File: src/rtl/spi_req_arbiter.sv
// spi_req_arbiter
//   Round-robin arbiter and transaction sequencer that shares one SPI master
//   between NUM_REQ on-chip requesters. The winner's TX word is latched and
//   handed to the master with a start pulse. The master's ready/RX-valid
//   handshake is tracked to completion, then the last received byte goes back
//   to the owner with a one-cycle done pulse. A timeout ends the transaction
//   with an error instead.
//
// Ports
//   i_Clk, i_Rst_L    clock, asynchronous active-low reset
//   i_Req             per-requester request level, held until o_Ack
//   i_Req_Data        packed TX words, requester k at [k*TX_WIDTH +: TX_WIDTH]
//   o_Ack             one-hot pulse: request accepted, data latched
//   o_Done            one-hot pulse: transaction finished
//   o_Resp_Data       response byte, valid with o_Done
//   o_Err             set together with o_Done when the transaction timed out
//   o_Busy            high whenever the FSM is not in IDLE
//   o_Grant_Id        index of the current or last granted requester
//   o_SPI_Start       start pulse to the SPI master
//   o_SPI_TX_Word     word to the SPI master, stable from launch until done
//   i_SPI_TX_Ready    master idle/ready
//   i_SPI_RX_DV       master RX byte valid pulse
//   i_SPI_RX_Byte     master RX byte
module spi_req_arbiter #(
  parameter int NUM_REQ        = 4,
  parameter int TX_WIDTH       = 16,
  parameter int RX_WIDTH       = 8,
  parameter int TIMEOUT_CYCLES = 1024,
  localparam int GW = (NUM_REQ > 1) ? $clog2(NUM_REQ) : 1,
  localparam int CW = $clog2(TIMEOUT_CYCLES)
) (
  input  logic                         i_Clk,
  input  logic                         i_Rst_L,
  input  logic [NUM_REQ-1:0]           i_Req,
  input  logic [NUM_REQ*TX_WIDTH-1:0]  i_Req_Data,
  output logic [NUM_REQ-1:0]           o_Ack,
  output logic [NUM_REQ-1:0]           o_Done,
  output logic [RX_WIDTH-1:0]          o_Resp_Data,
  output logic                         o_Err,
  output logic                         o_Busy,
  output logic [GW-1:0]                o_Grant_Id,
  output logic                         o_SPI_Start,
  output logic [TX_WIDTH-1:0]          o_SPI_TX_Word,
  input  logic                         i_SPI_TX_Ready,
  input  logic                         i_SPI_RX_DV,
  input  logic [RX_WIDTH-1:0]          i_SPI_RX_Byte
);

  typedef enum logic [2:0] {
    S_IDLE, S_LAUNCH, S_WAIT_BUSY, S_WAIT_DONE, S_DONE
  } state_t;

  state_t                r_State, w_Next;
  logic [GW-1:0]         r_Ptr, r_Grant, w_Win, w_Ptr_Nxt;
  logic [CW-1:0]         r_Cnt;
  logic [RX_WIDTH-1:0]   r_Resp, r_Resp_Out;
  logic [NUM_REQ-1:0]    r_Ack, r_Done, w_Win_Oh, w_Gnt_Oh;
  logic                  r_Err, r_Busy, r_Start;
  logic [TX_WIDTH-1:0]   r_TX_Word, w_Word;
  logic                  w_Found, w_Timeout;
  int                    w_Idx;

  // Search upward from the pointer, wrapping, for the first active request.
  always_comb begin
    w_Found = 1'b0;
    w_Win   = '0;
    w_Idx   = 0;
    for (int i = 0; i < NUM_REQ; i++) begin
      w_Idx = int'(r_Ptr) + i;
      if (w_Idx >= NUM_REQ) w_Idx = w_Idx - NUM_REQ;
      if (!w_Found && i_Req[w_Idx]) begin
        w_Found = 1'b1;
        w_Win   = GW'(w_Idx);
      end
    end
  end

  genvar k;
  generate
    for (k = 0; k < NUM_REQ; k++) begin : g_oh
      assign w_Win_Oh[k] = w_Found && (w_Win == GW'(k));
      assign w_Gnt_Oh[k] = (r_Grant == GW'(k));
    end
  endgenerate

  assign w_Word    = i_Req_Data[int'(w_Win)*TX_WIDTH +: TX_WIDTH];
  assign w_Ptr_Nxt = (r_Grant == GW'(NUM_REQ-1)) ? '0 : r_Grant + GW'(1);
  // The counter update on this edge would reach TIMEOUT_CYCLES-1.
  assign w_Timeout = (r_Cnt >= CW'(TIMEOUT_CYCLES-2));

  always_ff @(posedge i_Clk or negedge i_Rst_L) begin
    if (!i_Rst_L) r_State <= S_IDLE;
    else          r_State <= w_Next;
  end

  always_comb begin
    w_Next = r_State;
    case (r_State)
      S_IDLE:      if (i_SPI_TX_Ready && w_Found) w_Next = S_LAUNCH;
      S_LAUNCH:    w_Next = S_WAIT_BUSY;
      // Timeout wins here so the counter can never step past its limit.
      S_WAIT_BUSY: if (w_Timeout)           w_Next = S_DONE;
                   else if (!i_SPI_TX_Ready) w_Next = S_WAIT_DONE;
      S_WAIT_DONE: if (i_SPI_TX_Ready || w_Timeout) w_Next = S_DONE;
      S_DONE:      w_Next = S_IDLE;
      default:     w_Next = S_IDLE;
    endcase
  end

  always_ff @(posedge i_Clk or negedge i_Rst_L) begin
    if (!i_Rst_L) begin
      r_Ptr      <= '0;
      r_Grant    <= '0;
      r_Cnt      <= '0;
      r_Resp     <= '0;
      r_Resp_Out <= '0;
      r_Ack      <= '0;
      r_Done     <= '0;
      r_Err      <= 1'b0;
      r_Busy     <= 1'b0;
      r_Start    <= 1'b0;
      r_TX_Word  <= '0;
    end else begin
      r_Ack   <= '0;
      r_Done  <= '0;
      r_Err   <= 1'b0;
      r_Start <= 1'b0;
      r_Busy  <= (w_Next != S_IDLE);
      case (r_State)
        S_IDLE: if (w_Next == S_LAUNCH) begin
          r_TX_Word  <= w_Word;
          r_Grant    <= w_Win;
          r_Resp     <= '0;
          r_Resp_Out <= '0;
          r_Ack      <= w_Win_Oh;
          r_Start    <= 1'b1;
        end
        S_LAUNCH: r_Cnt <= '0;
        S_WAIT_BUSY: begin
          r_Cnt <= r_Cnt + CW'(1);
          if (w_Next == S_DONE) begin
            r_Done     <= w_Gnt_Oh;
            r_Err      <= 1'b1;
            r_Resp_Out <= '0;
          end
        end
        S_WAIT_DONE: begin
          r_Cnt <= r_Cnt + CW'(1);
          if (i_SPI_RX_DV) r_Resp <= i_SPI_RX_Byte;
          if (w_Next == S_DONE) begin
            r_Done <= w_Gnt_Oh;
            if (i_SPI_TX_Ready) begin
              // A byte landing on the completion cycle is still the last one.
              r_Resp_Out <= i_SPI_RX_DV ? i_SPI_RX_Byte : r_Resp;
            end else begin
              r_Err      <= 1'b1;
              r_Resp_Out <= '0;
            end
          end
        end
        S_DONE: r_Ptr <= w_Ptr_Nxt;
        default: ;
      endcase
    end
  end

  assign o_Ack         = r_Ack;
  assign o_Done        = r_Done;
  assign o_Resp_Data   = r_Resp_Out;
  assign o_Err         = r_Err;
  assign o_Busy        = r_Busy;
  assign o_Grant_Id    = r_Grant;
  assign o_SPI_Start   = r_Start;
  assign o_SPI_TX_Word = r_TX_Word;

endmodule

File: config.mk
export PLATFORM = sky130hd
export DESIGN_NAME = spi_req_arbiter
export DESIGN_NICKNAME = d
export VERILOG_FILES = /design/src/rtl/spi_req_arbiter.sv
export SDC_FILE = /design/constraint.sdc
export NUM_CORES = 1
export LEC_CHECK = 0
export ABC_AREA = 1
export ABC_CLOCK_PERIOD_IN_PS = 2100
export CAP_MARGIN = 20
export CORE_MARGIN = 1.5
export CORE_UTILIZATION = 46
export CTS_CLUSTER_SIZE = 30
export DETAILED_ROUTE_END_ITERATION = 8
export HOLD_SLACK_MARGIN = 0.1
export PLACE_DENSITY = 0.8
export SETUP_SLACK_MARGIN = 0.15
export SYNTH_ARGS = -nofsm -noshare
export SYNTH_HDL_FRONTEND = slang
export SYNTH_SLANG_ARGS = --single-unit
File: constraint.sdc
create_clock -name i_Clk -period 2.1 [get_ports i_Clk]
set_clock_uncertainty 0.1 [all_clocks]
set_input_delay 0.42 -clock i_Clk [delete_from_list [all_inputs] [get_ports i_Clk]]
set_output_delay 0.42 -clock i_Clk [all_outputs]
set_load 0.05 [all_outputs]
==> flow_summary.json <==
{
  "rsz0062_at_grt": "yes",
  "drv_cap": 0,
  "dp_hpwl_mm": 7.06,
  "cp-start-kind": "register",
  "ant_nets": 0,
  "crit_path_end": "o_Ack[2]",
  "path_max_fanout": 9,
  "layout.nets": 733,
  "cts_tree": "done",
  "p_leak_nw": 2.89,
  "drt_iter0_markers": 242,
  "p_per_area_nw_per_um2": 1650,
  "synth_edf_count": 0,
  "grt.total_usage_pct": 25.5,
  "relSlewSlack_pct": 60.3,
  "violations": "setup timing",
  "worst_slack_ps": -96.9,
  "viasPerCell": 5.26,
  "hold_violations": 0,
  "grt_first_pass_wirelength_mm": 16.9,
  "syn_avg_cell_area_um2": 7.03,
  "die_h_um": 90.3,
  "area_growth_pct": 56.1,
  "status": "complete, but fails checks",
  "die_w_um": 90.3,
  "placed_cells": 715,
  "dieArea_um2": 8160,
  "finalSetupViolCount": 24,
  "coreArea_um2": 7330,
  "gp_congestion": 0.908,
  "clkTransAtPathRegs_ps": 70,
  "antenna_found_initial": 0,
  "startpoint": "r_Ptr[0]",
  "hold_path_class": "reg2reg",
  "diodes": 0,
  "r2r_cells": 13,
  "slew_viol_final": 0,
  "worst_pin_slew_ps": 596,
  "ys_ff_latch": 60,
  "timing.rr.start": "r_Ptr[0]",
  "dr.pass1.iters": 5,
  "drc": 0,
  "timing.reg2reg.setup_slack_ps": -100,
  "peakVddDrop_mv": 0.878,
  "utilization_pct": 74.7,
  "yosysSeqAreaShare_pct": 42.8,
  "htreeDepth": 3,
  "finalPower_mw": 9.01,
  "vias": 3948,
  "critPathKind": "reg2reg",
  "port_buffers": 116,
  "synth.distinct_cells": 29,
  "grt_pass1_vias": 3712,
  "syn_area_um2": 3510,
  "grt_max_degree": 24,
  "start_util_pct": 47.9,
  "synth_nets": 585,
  "gr-total-overflow": 0,
  "max_freq_ghz": 0.455,
  "cp-end-kind": "register",
  "clkLatencyLatePin_ps": 330,
  "crit_required_ps": 2240,
  "rows": 31,
  "nFillCells": 534,
  "async_flop_share_pct": 100,
  "cts_buffer_depth": 2,
  "ys.flop_type": "dfrtp_1",
  "numClockSinks": 60,
  "io_pins": 117,
  "netlist_instances": 499,
  "r2r-end": "o_Ack[2]",
  "critical_path_arrival_ps": 2340,
  "wl_mm": 11.5,
  "cts_buffers": 9,
  "final_layout_size_suffix_gt1_share_pct": 18.4,
  "clockRootBuffer": "clkbuf_8",
  "period_minus_slack_ps": 2200,
  "instances_no_fill": 750,
  "fin_crit_sh_pct": 105,
  "yosys_warnings": 0,
  "post_drt_wl_per_cell_um": 15.3
}
[worst min path at each step]
stage               slack [ps]  depth (start not counted)           endpoint               from
global route               390                          2  o_SPI_TX_Word[14]  o_SPI_TX_Word[14]
finish                     380                          2  o_SPI_TX_Word[14]  o_SPI_TX_Word[14]
detailed placement         340                          1        o_SPI_Start            i_Rst_L
floorplan                   20                          0           o_Ack[0]            i_Rst_L
global placement           340                          1        o_SPI_Start            i_Rst_L
CTS                        380                          2  o_SPI_TX_Word[13]  o_SPI_TX_Word[13]
[cell type report]
type / count / area, µm² / share of cell area (%)
Clock buffer: 13 / 159 / 2.90
Inverter: 43 / 166 / 3.04
Clock inverter: 2 / 10.0 / 0.183
Tap cell: 99 / 124 / 2.26
Multi-Input combinational cell: 376 / 1890 / 34.5
Timing Repair Buffer: 156 / 1620 / 29.6
Sequential cell: 60 / 1500 / 27.5
Timing Repair inverter: 1 / 5.00 / 0.0914
[layer usage]
layer  GRT usage, %  vias to the layer above  routed length [µm]
met5              0                        -                   0
met4           10.1                        0                 297
met3           5.81                       25                 780
met2           44.5                      174                5690
met1           30.4                     1876                4690
li1               -                     1873                   -
[cells in the final DEF, fill, tap and decap left out, types with 4 or more instances in the layout]
master | Yosys | layout
dfrtp_1 | 60 | 58
nor2_1 | 17 | 15
clkbuf_16 | 0 | 4
nand2_2 | 2 | 14
a21oi_1 | 11 | 10
buf_6 | 3 | 4
inv_2 | 5 | 9
o21ai_2 | 10 | 8
nand2_4 | 0 | 7
nand2_1 | 232 | 213
nand3_2 | 1 | 4
dlygate4sd2_1 | 0 | 31
ha_1 | 6 | 6
buf_4 | 2 | 28
inv_1 | 38 | 33
clkdlybuf4s50_1 | 0 | 74
o21ai_0 | 27 | 26
clkbuf_8 | 0 | 11
dlymetal6s2s_1 | 0 | 4
buf_12 | 0 | 8
nand3_1 | 49 | 45
[worst max-delay path: stages, from the launching register on]
cell and delay [ps]:
dfrtp_2 480, clkinv_4 130, nand2_2 110, nand2_4 70, nand2_2 90, nand2_2 70
nor2_4 120, nand3b_1 130, inv_2 150, buf_12 120, o21ai_4 80, clkbuf_16 180
buf_4 140, nor3_1 140
[cells by family after synthesis]
| kind of cell | count (synthesis) | synth area share, % |
|---|---|---|
| adders and majority gates | 6 | 2.14 |
| and+or+nand+nor | 315 | 37.5 |
| buffers and inverters | 63 | 7.84 |
| DFF | 60 | 42.8 |
| AOI/OAI and AO/OA | 55 | 9.73 |
[flip-flops by register name, summed over array words and instances, names as in the netlist]
name,count
o_SPI_TX_Word,16
r_Cnt,10
o_Done,4
r_Ptr,2
o_Ack,4
o_SPI_Start,1
o_Err,1
r_State,3
o_Resp_Data,8
r_Resp,8
o_Busy,1
o_Grant_Id,2
[Yosys cell counts, types with 2 or more instances]
| cell | n | share of area (%) |
|---|---|---|
| inv_1 | 38 | 4.1 |
| nand3_1 | 49 | 7.0 |
| nand2_2 | 2 | 0.36 |
| nor2_4 | 2 | 0.64 |
| nor3_1 | 6 | 0.86 |
| buf_4 | 2 | 0.43 |
| ha_1 | 6 | 2.1 |
| inv_2 | 5 | 0.53 |
| buf_6 | 3 | 0.96 |
| o21ai_2 | 10 | 2.5 |
| buf_2 | 7 | 1.0 |
| nor2_1 | 17 | 1.8 |
| clkbuf_1 | 8 | 0.86 |
| o32ai_1 | 2 | 0.50 |
| a21oi_1 | 11 | 1.6 |
| nand3_4 | 2 | 1.0 |
| nand2_1 | 232 | 25 |
| o21ai_0 | 27 | 3.9 |
| dfrtp_1 | 60 | 43 |
[where the power goes]
part | leakage (nW) | switching (mW) | internal (mW) | total, mW
sequential | 0.788 | 0.271 | 1.53 | 1.80
clock | 0.0893 | 0.431 | 0.483 | 0.914
combinational | 2.02 | 3.86 | 2.43 | 6.30
[metrics by stage]
step	hold slack, ps	setup TNS [ps]	area [µm²]	worst slack (ps)
3_3_place_gp	339	-7570	4870	-295
5_1_grt	392	-3560	5480	-208
6_report	382	-1080	5480	-96.9
3_5_place_dp	342	-10340	4870	-372
2_1_floorplan	24.4	0	3510	248
4_1_cts	382	0	5130	84.3
[timing repair]
action | CTS | global route
setup endpoints to repair | 71 | 40
cloned | 1 | 5
endpoints found under the hold margin | 21 | 0
pin swaps | 2 | 9
buffers inserted | 5 | 8
hold buffers | 1 | 0
gates resized for setup | 42 | 54
No activity file was read; power rests on OpenSTA's default activity.
